**src/rtl/bcd_xs3_seq_ctrl.sv**
```systemverilog
// bcd_xs3_seq_ctrl: converts a packed BCD word to packed Excess-3 by feeding
// one digit per clock (LSD first) through a shared external 4-bit converter,
// then presents the reassembled result on a valid/ready output handshake.
// Digits above 9 are written as 4'b0000 and flagged in digit_err.
module bcd_xs3_seq_ctrl #(
  parameter int DIGITS = 4,
  parameter int IDX_W  = 3
) (
  input  logic                  clk,
  input  logic                  rst,
  input  logic                  in_valid,
  output logic                  in_ready,
  input  logic [4*DIGITS-1:0]   bcd_in,
  output logic [3:0]            conv_in,
  input  logic [3:0]            conv_out,
  output logic                  out_valid,
  input  logic                  out_ready,
  output logic [4*DIGITS-1:0]   xs3_out,
  output logic [DIGITS-1:0]     digit_err,
  output logic                  busy
);

  typedef enum logic [1:0] {
    ST_IDLE = 2'd0,
    ST_CONV = 2'd1,
    ST_DONE = 2'd2
  } state_e;

  // True when a 4-bit code is a legal BCD digit (0..9).
  function automatic logic digit_is_bcd(input logic [3:0] d);
    return (d <= 4'd9);
  endfunction

  state_e                state_q, state_d;
  logic [IDX_W-1:0]      idx_q, idx_d;
  logic [4*DIGITS-1:0]   in_reg_q, in_reg_d;
  logic [4*DIGITS-1:0]   xs3_q, xs3_d;
  logic [DIGITS-1:0]     err_q, err_d;

  logic                  accept_s;
  logic                  out_hs_s;
  logic                  last_digit_s;
  logic [3:0]            cur_digit_s;
  logic                  cur_ok_s;

  // Handshake qualifiers and the digit currently addressed by the index.
  always_comb begin
    accept_s     = (state_q == ST_IDLE) && in_valid;
    out_hs_s     = (state_q == ST_DONE) && out_ready;
    last_digit_s = (idx_q == IDX_W'(DIGITS - 1));
    cur_digit_s  = in_reg_q[4*int'(idx_q) +: 4];
    cur_ok_s     = digit_is_bcd(cur_digit_s);
  end

  // State register.
  always_ff @(posedge clk or posedge rst) begin
    if (rst) begin
      state_q <= ST_IDLE;
    end else begin
      state_q <= state_d;
    end
  end

  // Next-state logic: IDLE -> CONV on accept, CONV -> DONE on last digit,
  // DONE -> IDLE on the output handshake (no accept on that same edge).
  always_comb begin
    state_d = state_q;
    case (state_q)
      ST_IDLE: begin
        if (accept_s) begin
          state_d = ST_CONV;
        end else begin
          state_d = ST_IDLE;
        end
      end
      ST_CONV: begin
        if (last_digit_s) begin
          state_d = ST_DONE;
        end else begin
          state_d = ST_CONV;
        end
      end
      ST_DONE: begin
        if (out_hs_s) begin
          state_d = ST_IDLE;
        end else begin
          state_d = ST_DONE;
        end
      end
      default: begin
        state_d = ST_IDLE;
      end
    endcase
  end

  // Outputs decoded from state; conv_in only carries a digit while converting.
  always_comb begin
    in_ready  = (state_q == ST_IDLE);
    out_valid = (state_q == ST_DONE);
    busy      = (state_q != ST_IDLE);
    if (state_q == ST_CONV) begin
      conv_in = cur_digit_s;
    end else begin
      conv_in = 4'b0000;
    end
  end

  // Datapath next values: capture on accept, write one result digit per CONV edge.
  always_comb begin
    in_reg_d = in_reg_q;
    idx_d    = idx_q;
    xs3_d    = xs3_q;
    err_d    = err_q;
    case (state_q)
      ST_IDLE: begin
        if (accept_s) begin
          in_reg_d = bcd_in;
          idx_d    = '0;
          xs3_d    = '0;
          err_d    = '0;
        end else begin
          in_reg_d = in_reg_q;
        end
      end
      ST_CONV: begin
        if (cur_ok_s) begin
          xs3_d[4*int'(idx_q) +: 4] = conv_out;
        end else begin
          // Converter output is meaningless for non-BCD codes; flag and zero.
          xs3_d[4*int'(idx_q) +: 4] = 4'b0000;
          err_d[int'(idx_q)]        = 1'b1;
        end
        if (last_digit_s) begin
          idx_d = '0;
        end else begin
          idx_d = idx_q + IDX_W'(1);
        end
      end
      ST_DONE: begin
        idx_d = idx_q;
      end
      default: begin
        idx_d = '0;
      end
    endcase
  end

  // Datapath registers; results persist after the handshake until the next accept.
  always_ff @(posedge clk or posedge rst) begin
    if (rst) begin
      in_reg_q <= '0;
      idx_q    <= '0;
      xs3_q    <= '0;
      err_q    <= '0;
    end else begin
      in_reg_q <= in_reg_d;
      idx_q    <= idx_d;
      xs3_q    <= xs3_d;
      err_q    <= err_d;
    end
  end

  assign xs3_out   = xs3_q;
  assign digit_err = err_q;

endmodule

```
**config.mk**
```make
export PLATFORM = sky130hd
export DESIGN_NAME = bcd_xs3_seq_ctrl
export DESIGN_NICKNAME = d
export VERILOG_FILES = /design/src/rtl/bcd_xs3_seq_ctrl.sv
export SDC_FILE = /design/constraint.sdc
export NUM_CORES = 1
export LEC_CHECK = 0
export CORE_ASPECT_RATIO = 1.25
export CORE_UTILIZATION = 55
export CTS_CLUSTER_DIAMETER = 50
export DETAILED_ROUTE_END_ITERATION = 6
export DONT_BUFFER_PORTS = 1
export GPL_TIMING_DRIVEN = 0
export HOLD_SLACK_MARGIN = 0.1
export PLACE_DENSITY = 0.76
export SLEW_MARGIN = 20
export SYNTH_ARGS = -nofsm -noshare
export SYNTH_HDL_FRONTEND = slang
export SYNTH_SLANG_ARGS = --single-unit
```
**constraint.sdc**
```tcl
create_clock -name clk -period 6.9 [get_ports clk]
set_input_delay 1.38 -clock clk [delete_from_list [all_inputs] [get_ports clk]]
set_output_delay 1.38 -clock clk [all_outputs]
set_load 0.02 [all_outputs]
```
==> results_tabular.tex, run 1 <==
\begin{tabular}{lr}
\hline
Metric & Value \\
\hline
\multicolumn{2}{l}{\textbf{Run status}} \\
Run status & finished, final reports clean \\
\multicolumn{2}{l}{\textbf{Setup path}} \\
Startpoint type of the worst setup path & register \\
Arrival time at the worst endpoint & 1.81 ns \\
CP max-delay cell & mux4\_2 \\
Crit-path max FO & 7 \\
Kind of cell adding the most delay to the critical path & multiplexers \\
Crit path cell chain & clkbuf\_1 > mux4\_2 > and2\_1 \\
Critical path capture point type & primary output \\
Count of buffer and inverter cells on the critical path & 1 \\
Largest stage delay, worst path & approximately 0.54 ns \\
Worst Path Required & approximately 5.5 ns \\
Critical path type & reg2out \\
\multicolumn{2}{l}{\textbf{Global routing}} \\
Routing layer with the top usage in global route & met2 \\
Wire length of the first global-routing pass & 6350 um \\
Met1 GRT Util & 0.221 \\
Total Routing Usage GR & 0.224 \\
Met2 track demand over resource & 0.444 \\
Vias in the first global route & 1369 \\
Global route total overflow & 0 \\
Met3 track demand over resource & 0.0597 \\
Antenna violations before repair & 0 \\
Maximum number of pins on one net before global-route repair & 23 \\
\multicolumn{2}{l}{\textbf{Route}} \\
DRC Markers & 0 \\
Via-to-Cell Ratio & 6.61 \\
DR pass1 iterations & 4 \\
Initial detailed-routing violation count & 38 \\
ANT nets after route & 0 \\
Overall via count from detail\_route & 1328 \\
DR WL/cell & $\sim$20 um \\
Final WL & 4020 um \\
\multicolumn{2}{l}{\textbf{Clock network}} \\
Later-pin clock latency in the skew report & 0.29 ns \\
Register clock-pin slew on the reported worst setup and hold paths & about 0.070 ns \\
Number of buffers added by the clock tree synthesis step & 5 \\
PostCTS Resize Cnt & 0 \\
TritonCTS clock tree & done \\
CTS HTree Levels & 2 \\
Number of sinks handled by clock tree synthesis & 41 \\
Buffer depth of the longest clock path & 2 \\
Clock tree root driver cell & clkbuf\_8 \\
Post-CTS setup buffer count & 0 \\
Hold Buf Count CTS & 0 \\
\multicolumn{2}{l}{\textbf{STA}} \\
Largest clock skew in the final design & 0.00660 ns \\
Number of pins exceeding their max-slew limit in the final report & 0 \\
Final Cycle Share & 0.462 \\
Max-slew headroom at the worst pin & 0.499 \\
RSZ-0062 raised after global routing & false \\
Accumulated negative setup slack & 0 ns \\
\# setup viols final & 0 \\
Setup slack after layout & roughly 3.7 ns \\
Maximum operating frequency & 0.314 GHz \\
Final worst hold slack & 0.489 ns \\
Count of final hold-check violations & 0 \\
Final period demand of the worst path & roughly 3.2 ns \\
Slew of the pin with the lowest slew margin & 0.748 ns \\
\multicolumn{2}{l}{\textbf{Synth}} \\
\#FFs+latches synth & 41 \\
Avg Inst Size Synth & between 10 and 15 um2 \\
Number of enable-type register cells in the synthesized netlist & 0 \\
Commonest register cell after synthesis & dfrtp\_1 \\
Top area cells in the synthesized netlist & dfrtp\_1 52\%, mux2\_1 9.2\%, a32o\_1 6.7\%, mux4\_2 4.6\%, ha\_1 3.2\% \\
Dominant cell type by area after synthesis & dfrtp\_1 \\
Synth Warn \# & 0 \\
Mapped Area & $\sim$2000 um2 \\
Area share of the largest cell type after synthesis & 0.525 \\
Share of flip-flops with an asynchronous set or reset after synthesis & 1.00 \\
Post-Synthesis Cells & approximately 160 \\
Unique cell type count in the Yosys netlist & 32 \\
Sequential-to-total area share from yosys stat & 0.525 \\
Mapped Nets & 185 \\
\multicolumn{2}{l}{\textbf{Power}} \\
Final Power & 1.06 mW \\
Worst vdd ir & between 0.3 and 0.4 mV \\
Power per standard cell area & approximately 500 nW/um2 \\
Static leakage power & 0.914 nW \\
\multicolumn{2}{l}{\textbf{Die}} \\
Die height & 68.6 um \\
Full die area & 3800 um2 \\
Core outline area & around 3300 um2 \\
Number of top-level pins & 51 \\
Number of rows in the core area & 23 \\
Initial Util & 0.591 \\
Horizontal extent of the die & 55.3 um \\
\multicolumn{2}{l}{\textbf{Placed design}} \\
Worst setup slack after placement & approximately 4.0 ns \\
Count of buffers inserted at the top-level ports & 0 \\
Half-perimeter wire length after detailed placement & 3110 um \\
Gpl congestion & 0.822 \\
\multicolumn{2}{l}{\textbf{Final layout}} \\
Most used cells in the layout excluding fill and tap cells & 41 x dfrtp\_1, 16 x mux2\_1, 15 x inv\_1 \\
Number of diodes added for antenna fixing & 0 \\
Commonest non-fill, non-tap cell in the layout & dfrtp\_1 \\
Nets & 193 \\
Register area & 1030 um2 \\
Share of final-layout standard cells stronger than drive strength 1 & 0.116 \\
Area of the multi-input gates & between 800 and 900 um2 \\
Number of fill cells in the layout & 264 \\
Area growth from synthesis to final layout & 8.19\% \\
\multicolumn{2}{l}{\textbf{Flow run}} \\
Maximum Capacitance Violations & 0 \\
\multicolumn{2}{l}{\textbf{Hold path}} \\
Class of the worst hold path & reg2reg \\
\hline
\end{tabular}
[metrics by stage]
stage	std cells	util	cell area, um2
after global routing	201	0.639	2110
after floorplan	156	-	1950
after global placement	193	0.605	2000
after CTS	201	0.639	2110
final	201	0.639	2110
after detailed placement	194	0.613	2030
[kinds of logic (layout without fill, tap and decap cells)]
logic type                 after synthesis  in the layout  synth area share
AOI/OAI and AO/OA                       32             32             0.138
adders and majority gates                5              5            0.0320
buffers and inverters                   23             31            0.0538
DFF                                     41             41             0.525
muxes                                   20             20             0.138
and+or+nand+nor                         35             35             0.113
[area by class of cell]
cell class | count | share of cell area
Buffer | 7 | 0.0213
Clock buffer | 7 | 0.0408
Inverter | 16 | 0.0284
Multi-Input combinational cell | 92 | 0.389
Sequential cell | 41 | 0.485
Tap cell | 37 | 0.0219
Timing Repair Buffer | 1 | 0.0130
[synthesized netlist by cell type (2+ instances only)]
library cell,count
dfrtp_1,41
o22ai_1,8
and2_1,4
nand4_1,8
nand2_1,2
nor2_1,5
nor2b_1,2
nand3_1,3
nand2b_1,3
buf_6,2
clkbuf_1,4
mux4_2,4
mux2_1,16
ha_1,5
a32o_1,13
inv_1,16
a22o_1,2
a21oi_1,4
[report_power, final]
| group | internal, mW | total [mW] | switching (mW) | leakage, nW |
|---|---|---|---|---|
| Combinational | 0.205 | 0.487 | 0.282 | 0.343 |
| Clock | 0.0793 | 0.153 | 0.0736 | 0.0443 |
| Sequential | 0.329 | 0.421 | 0.0915 | 0.526 |
| Total | 0.614 | 1.06 | 0.447 | 0.914 |
[routing by layer]
layer / part of all wire / wire length (um)
met5: 0 / 0
met4: 0.022 / 87
met3: 0.052 / 210
met2: 0.54 / 2180
met1: 0.38 / 1530
[state kept, by name (all words and copies together), names as in the netlist]
| register | flops |
|---|---|
| state_q | 2 |
| xs3_out | 16 |
| digit_err | 4 |
| idx_q | 3 |
| in_reg_q | 16 |
[worst reg2reg max path, stage by stage, from the launching register on]
cell	delay, ns
dfrtp_1	0.39
buf_6	0.15
clkbuf_1	0.37
inv_1	0.13
ha_1	0.22
ha_1	0.36
and4b_1	0.31
nor4bb_1	0.63
a32o_1	0.26
[final timing paths]
| check | start | to | slack, ns | cells past startpoint |
|---|---|---|---|---|
| worst max register to register | idx_q[0] | xs3_out[9] | 3.99 | 8 |
| worst min-delay path | in_reg_q[15] | in_reg_q[15] | 0.49 | 1 |
| min in group asynchronous | rst | in_reg_q[12] | 0.98 | 1 |
| worst max-delay path | idx_q[1] | conv_in[0] | 3.71 | 3 |
| max in group asynchronous | rst | idx_q[2] | 5.47 | 2 |
| worst min register to register | in_reg_q[15] | in_reg_q[15] | 0.49 | 1 |
Note: power is estimated with default switching activity, not from simulation.
==> inputs of run 2 (changes only) <==
--- a/config.mk
+++ b/config.mk
@@ -12,7 +12,7 @@
 export DONT_BUFFER_PORTS = 1
 export GPL_TIMING_DRIVEN = 0
 export HOLD_SLACK_MARGIN = 0.1
-export PLACE_DENSITY = 0.76
+export PLACE_DENSITY = 0.79
 export SLEW_MARGIN = 20
 export SYNTH_ARGS = -nofsm -noshare
 export SYNTH_HDL_FRONTEND = slang
==> constraint.sdc (replaced) <==
create_clock -name clk -period 2.8 [get_ports clk]
set_input_delay 0.56 -clock clk [delete_from_list [all_inputs] [get_ports clk]]
set_output_delay 0.56 -clock clk [all_outputs]
set_load 0.02 [all_outputs]
==> run 2 against run 1 <==
Compared with the run above:
- critical path depth up 5
- sequential share of layout area up 0.12 points
- first-iteration DRC count up 21%
- sequential power up 140%
- clock skew down 0.0017 ns
- core utilization down 0.15 points
- highest routed layer unchanged
- wire length down 3.4%
- final cell count unchanged
==> results_tabular.tex, run 2 (synthesis results as in run 1) <==
\begin{tabular}{lr}
\hline
Metric & Value \\
\hline
\multicolumn{2}{l}{\textbf{Run status}} \\
Run status & finished, final reports clean \\
\multicolumn{2}{l}{\textbf{Route}} \\
ANT nets after route & 0 \\
DR pass1 iterations & 4 \\
Overall via count from detail\_route & 1299 \\
Final WL & $\sim$3900 um \\
Via-to-Cell Ratio & roughly 6.5 \\
DRC Markers & 0 \\
Initial detailed-routing violation count & 46 \\
DR WL/cell & 19.3 um \\
\multicolumn{2}{l}{\textbf{Setup path}} \\
Crit-path max FO & 10 \\
Worst setup path start & idx\_q[0] \\
Capturing element of the worst setup path & xs3\_out[9] \\
Reg2Reg Depth & 8 \\
Critical path capture point type & register \\
Startpoint type of the worst setup path & register \\
Reg2reg end & xs3\_out[9] \\
Arrival time at the worst endpoint & 2.81 ns \\
Worst Path Required & between 3 and 4 ns \\
Register-to-register setup slack & 0.21 ns \\
Critical path type & reg2reg \\
Launch point of the worst reg-to-reg path & idx\_q[0] \\
\multicolumn{2}{l}{\textbf{Die}} \\
Number of rows in the core area & 23 \\
Horizontal extent of the die & between 50 and 60 um \\
Die height & slightly below 70 um \\
Number of top-level pins & 51 \\
Full die area & roughly 3800 um2 \\
Core outline area & between 3000 and 4000 um2 \\
Initial Util & 0.591 \\
\multicolumn{2}{l}{\textbf{Power}} \\
Power per standard cell area & 1250 nW/um2 \\
Worst vdd ir & 0.703 mV \\
Static leakage power & 0.914 nW \\
\multicolumn{2}{l}{\textbf{STA}} \\
Maximum operating frequency & 0.387 GHz \\
RSZ-0062 raised after global routing & false \\
Largest clock skew in the final design & 0.00486 ns \\
Slew of the pin with the lowest slew margin & 0.810 ns \\
Count of final hold-check violations & 0 \\
Max-slew headroom at the worst pin & 0.459 \\
Final period demand of the worst path & 2.59 ns \\
Final worst hold slack & between 0.3 and 0.4 ns \\
Number of pins exceeding their max-slew limit in the final report & 0 \\
Final Cycle Share & 0.923 \\
\# setup viols final & 0 \\
Accumulated negative setup slack & 0 ns \\
\multicolumn{2}{l}{\textbf{Final layout}} \\
Number of diodes added for antenna fixing & 0 \\
Nets & 192 \\
Area growth from synthesis to final layout & 7.94\% \\
Share of final-layout standard cells stronger than drive strength 1 & 0.134 \\
Commonest non-fill, non-tap cell in the layout & dfrtp\_1 \\
Final design instance area without fill & 2110 um2 \\
Most used cells in the layout excluding fill and tap cells & 41 x dfrtp\_1, 16 x mux2\_1, 15 x inv\_1 \\
\multicolumn{2}{l}{\textbf{Placed design}} \\
Count of buffers inserted at the top-level ports & 0 \\
Half-perimeter wire length after detailed placement & 2940 um \\
Gpl congestion & 0.803 \\
Area after DPL & approximately 2000 um2 \\
\multicolumn{2}{l}{\textbf{Global routing}} \\
Wire length of the first global-routing pass & $\sim$6200 um \\
Maximum number of pins on one net before global-route repair & 42 \\
Antenna violations before repair & 0 \\
Total Routing Usage GR & 0.224 \\
Global route total overflow & 0 \\
Vias in the first global route & 1330 \\
\multicolumn{2}{l}{\textbf{Clock network}} \\
Clock tree root driver cell & clkbuf\_8 \\
Register clock-pin slew on the reported worst setup and hold paths & approximately 0.070 ns \\
Later-pin clock latency in the skew report & roughly 0.29 ns \\
Number of buffers added by the clock tree synthesis step & 5 \\
Buffer depth of the longest clock path & 2 \\
Number of sinks handled by clock tree synthesis & 41 \\
TritonCTS clock tree & done \\
CTS HTree Levels & 2 \\
\multicolumn{2}{l}{\textbf{Flow run}} \\
Maximum Capacitance Violations & 0 \\
\multicolumn{2}{l}{\textbf{Hold path}} \\
Class of the worst hold path & in2async \\
\hline
\end{tabular}
run 2: cell count changes in the layout (fill, tap and decap cells not counted):
cell,previous run,this run
nor4bb_1,1,0
clkbuf_8,6,7
buf_16,1,0
clkbuf_2,0,1
clkbuf_1,5,3
nor4bb_2,0,1
clkinv_2,0,1
run 2: routing by layer:
metal	global-route usage	part of all wire	routed length, um	vias to the layer above
met5	0	0	0	-
met4	0.169	0.033	128	0
met3	0.0485	0.048	186	10
met2	0.413	0.53	2060	51
met1	0.228	0.39	1510	642
li1	-	-	-	596
run 2: how the worst min path moves through the flow:
stage                         to  slack [ns]  depth (start not counted)
floorplan           in_reg_q[10]        0.45                          1
global placement    in_reg_q[10]        0.46                          1
detailed placement  in_reg_q[14]        0.47                          1
CTS                     idx_q[0]        0.32                          1
global route        digit_err[3]        0.38                          1
finish               in_reg_q[4]        0.30                          1
run 2: what timing repair did:
action	4_1_cts	5_1_grt
hold endpoints to repair	0	0
endpoints found under the setup margin	4	4
resized for setup	1	2
hold buffers	0	0
buffers inserted	0	0
run 2: layout make-up:
type	instances	area, um2
buffer	7	46.3
inverter	16	60.1
sequential	41	1030
clock inverter	1	5.00
clock buffer	7	96.3
multi-input combinational	92	830
fill	280	1200
tap	37	46.3
run 2: worst max-delay path, stage by stage (launching register included):
cell	delay, ns
dfrtp_1	0.40
buf_6	0.15
clkbuf_2	0.24
inv_1	0.09
ha_1	0.21
ha_1	0.38
and4b_1	0.31
nor4bb_2	0.50
a32o_1	0.24
run 2: stage by stage:
stage	util	worst slack [ns]	power (mW)	cells
after global placement	0.605	0.0685	2.18	193
after detailed placement	0.605	-0.0940	2.24	193
final	0.637	0.215	2.64	201
after global routing	0.637	0.0320	2.80	201
after floorplan	-	0.400	1.99	156
after CTS	0.637	0.0232	2.66	201
run 2: report_power, final:
group	switching (mW)	leakage [nW]	total (mW)	internal (mW)
logic	0.691	0.334	1.20	0.505
clock network	0.187	0.0542	0.409	0.222
registers	0.223	0.526	1.03	0.811
==> inputs of run 3 (changes only) <==
--- a/config.mk
+++ b/config.mk
@@ -5,14 +5,15 @@
 export SDC_FILE = /design/constraint.sdc
 export NUM_CORES = 1
 export LEC_CHECK = 0
-export CORE_ASPECT_RATIO = 1.25
-export CORE_UTILIZATION = 55
+export ABC_AREA = 1
+export CORE_ASPECT_RATIO = 1.4
+export CORE_UTILIZATION = 44
 export CTS_CLUSTER_DIAMETER = 50
 export DETAILED_ROUTE_END_ITERATION = 6
 export DONT_BUFFER_PORTS = 1
 export GPL_TIMING_DRIVEN = 0
 export HOLD_SLACK_MARGIN = 0.1
-export PLACE_DENSITY = 0.79
+export PLACE_DENSITY = 0.67
 export SLEW_MARGIN = 20
 export SYNTH_ARGS = -nofsm -noshare
 export SYNTH_HDL_FRONTEND = slang
==> run 3 against run 2 <==
Compared with the run above:
- core utilization down 13 points
- setup slack better by 0.041 ns
- via count up 22%
- sequential power about the same
==> results_tabular.tex, run 3 <==
\begin{tabular}{lr}
\hline
Metric & Value \\
\hline
\multicolumn{2}{l}{\textbf{Global routing}} \\
Wire length of the first global-routing pass & 7400 um \\
Maximum number of pins on one net before global-route repair & 28 \\
Vias in the first global route & 1592 \\
Total Routing Usage GR & 0.207 \\
Antenna violations before repair & 0 \\
Global route total overflow & 0 \\
\multicolumn{2}{l}{\textbf{Final layout}} \\
Area growth from synthesis to final layout & 8.81\% \\
Number of fill cells in the layout & 452 \\
Number of diodes added for antenna fixing & 0 \\
Utilization after layout & 0.509 \\
Commonest non-fill, non-tap cell in the layout & nand2\_1 \\
Most used cells in the layout excluding fill and tap cells & 84 x nand2\_1, 41 x dfrtp\_1, 20 x inv\_1 \\
Nets & 279 \\
Share of final-layout standard cells stronger than drive strength 1 & 0.124 \\
\multicolumn{2}{l}{\textbf{Clock network}} \\
PostCTS Resize Cnt & 0 \\
Post-CTS setup buffer count & 0 \\
CTS HTree Levels & 2 \\
Buffer depth of the longest clock path & 2 \\
Number of buffers added by the clock tree synthesis step & 5 \\
Later-pin clock latency in the skew report & 0.29 ns \\
Register clock-pin slew on the reported worst setup and hold paths & 0.07 ns \\
Number of sinks handled by clock tree synthesis & 41 \\
Hold Buf Count CTS & 0 \\
TritonCTS clock tree & done \\
Clock tree root driver cell & clkbuf\_8 \\
\multicolumn{2}{l}{\textbf{Synth}} \\
Adder-Cell Fraction of Synth Area & 0.0310 \\
Most instantiated cells after synthesis & 84 x nand2\_1, 41 x dfrtp\_1, 21 x inv\_1 \\
Sequential-to-total area share from yosys stat & 0.509 \\
Number of enable-type register cells in the synthesized netlist & 0 \\
Unique cell type count in the Yosys netlist & 23 \\
Area share of the largest cell type after synthesis & 0.509 \\
Mapped Nets & $\sim$270 \\
Portion of netlist area occupied by mux cells & 0 \\
Dominant cell type by area after synthesis & dfrtp\_1 \\
Combinational family with the most area after synthesis & simple AND/OR/NAND/NOR gates \\
Post-Synthesis Cells & 242 \\
Synth Warn \# & 0 \\
Top area cells in the synthesized netlist & dfrtp\_1 51\%, nand2\_1 16\%, nand4\_1 5.0\%, inv\_1 3.9\%, nand3\_1 3.7\% \\
Xor/xnor cell area share of the yosys netlist & 0 \\
Mapped Area & 2020 um2 \\
Avg Inst Size Synth & 8.33 um2 \\
Most frequent cell after synthesis & nand2\_1 \\
Compound-cell area share of the yosys netlist & 0.0676 \\
Commonest register cell after synthesis & dfrtp\_1 \\
\#FFs+latches synth & 41 \\
Post-Synth Simple-Gate Area & 0.304 \\
Share of flip-flops with an asynchronous set or reset after synthesis & 1.00 \\
\multicolumn{2}{l}{\textbf{Route}} \\
Via-to-Cell Ratio & around 5.1 \\
DR pass1 iterations & 4 \\
Initial detailed-routing violation count & 74 \\
Overall via count from detail\_route & 1590 \\
DR WL/cell & 14.2 um \\
Final WL & 4430 um \\
DRC Markers & 0 \\
ANT nets after route & 0 \\
\multicolumn{2}{l}{\textbf{Setup path}} \\
Worst Path Required & between 2 and 2.5 ns \\
Startpoint type of the worst setup path & register \\
Count of buffer and inverter cells on the critical path & 3 \\
Critical path capture point type & primary output \\
Launch point of the worst reg-to-reg path & idx\_q[0] \\
Register-to-register setup slack & roughly 0.50 ns \\
Crit path cell chain & buf\_6 > inv\_4 > buf\_2 > o21ai\_0 > a211oi\_1 \\
Critical path type & reg2out \\
CP max-delay cell & a211oi\_1 \\
Arrival time at the worst endpoint & 1.98 ns \\
Reg2Reg Depth & 11 \\
Largest stage delay, worst path & 0.68 ns \\
Crit-path max FO & 11 \\
Kind of cell adding the most delay to the critical path & compound AO/OA/AOI/OAI gates \\
Reg2reg end & xs3\_out[2] \\
\multicolumn{2}{l}{\textbf{Placed design}} \\
Count of buffers inserted at the top-level ports & 0 \\
Half-perimeter wire length after detailed placement & 3370 um \\
Gpl congestion & around 0.82 \\
Worst setup slack after placement & approximately 0.5 ns \\
\multicolumn{2}{l}{\textbf{Power}} \\
Static leakage power & approximately 1.1 nW \\
Final Power & 2.55 mW \\
Power per standard cell area & 1160 nW/um2 \\
Worst vdd ir & 0.605 mV \\
\multicolumn{2}{l}{\textbf{STA}} \\
Number of pins exceeding their max-slew limit in the final report & 0 \\
\# setup viols final & 0 \\
Largest clock skew in the final design & 0.00575 ns \\
Final period demand of the worst path & 2.54 ns \\
Setup slack after layout & 0.255 ns \\
Final Cycle Share & 0.909 \\
Accumulated negative setup slack & 0 ns \\
Maximum operating frequency & 0.393 GHz \\
RSZ-0062 raised after global routing & false \\
Max-slew headroom at the worst pin & 0.478 \\
Slew of the pin with the lowest slew margin & just under 0.8 ns \\
Count of final hold-check violations & 0 \\
\multicolumn{2}{l}{\textbf{Die}} \\
Number of rows in the core area & 28 \\
Initial Util & 0.468 \\
Number of top-level pins & 51 \\
Horizontal extent of the die & 59.2 um \\
Die height & about 80 um \\
Core outline area & 4310 um2 \\
Full die area & 4860 um2 \\
\multicolumn{2}{l}{\textbf{Flow run}} \\
Maximum Capacitance Violations & 0 \\
\multicolumn{2}{l}{\textbf{Run status}} \\
Run status & finished, final reports clean \\
\multicolumn{2}{l}{\textbf{Hold path}} \\
Class of the worst hold path & in2async \\
\hline
\end{tabular}
==> run 3: final cells by class <==
| class | count | area, um2 | share of cell area |
|---|---|---|---|
| Multi-Input combinational cell | 167 | 812 | 0.370 |
| Inverter | 25 | 96.3 | 0.0439 |
| Buffer | 9 | 82.6 | 0.0376 |
| Timing Repair Buffer | 1 | 20.0 | 0.00912 |
| Sequential cell | 41 | 1030 | 0.468 |
| Clock buffer | 6 | 72.6 | 0.0331 |
| Clock inverter | 2 | 10.0 | 0.00456 |
| Tap cell | 60 | 75.1 | 0.0342 |
==> run 3: cells by family (layout without fill, tap and decap cells) <==
kind of cell | after synthesis | count (layout)
simple gates | 138 | 138
flops | 41 | 41
buf+inv | 34 | 43
compound gates | 24 | 24
fa+ha+maj | 5 | 5
==> run 3: through the flow <==
| step | cell area (um2) | hold slack (ns) | cells |
|---|---|---|---|
| final | 2190 | 0.106 | 311 |
| after global routing | 2190 | 0.134 | 311 |
| after CTS | 2190 | 0.111 | 311 |
| after detailed placement | 2110 | 0.428 | 303 |
| after global placement | 2090 | 0.450 | 302 |
| after floorplan | 2020 | 0.437 | 242 |
==> run 3: worst max-delay path by stage <==
stage | endpoint | start | cells after the start | slack (ns)
4_1_cts | conv_in[0] | idx_q[0] | 5 | 0.22
3_5_place_dp | xs3_out[2] | idx_q[0] | 11 | 0.50
2_1_floorplan | conv_in[0] | idx_q[0] | 5 | 0.79
6_report | conv_in[0] | idx_q[0] | 5 | 0.26
3_3_place_gp | xs3_out[2] | idx_q[0] | 11 | 0.54
5_1_grt | conv_in[0] | idx_q[0] | 5 | 0.17
==> run 3: worst reg2reg max path: cells and delay by family (launching register included) <==
family	cells	cell delay [ns]
AND/OR/NAND/NOR	6	0.82
adder cells (fa/ha/maj)	2	0.56
buffers and inverters	3	0.42
flip-flops	1	0.40
==> run 3: power breakdown <==
group / total, mW / internal (mW) / leakage, nW / switching (mW)
clock network: 0.372 / 0.173 / 0.0450 / 0.199
registers: 1.01 / 0.794 / 0.538 / 0.214
logic: 1.17 / 0.387 / 0.539 / 0.783
total: 2.55 / 1.35 / 1.12 / 1.20
==> run 3: layer usage <==
layer | vias to the layer above | routed length, um | global-route usage | share of wire
li1 | 799 | - | - | -
met1 | 745 | 1830 | 0.236 | 0.41
met2 | 41 | 2260 | 0.363 | 0.51
met3 | 5 | 268 | 0.0514 | 0.061
met4 | 0 | 72 | 0.0857 | 0.016
met5 | - | 0 | 0 | 0
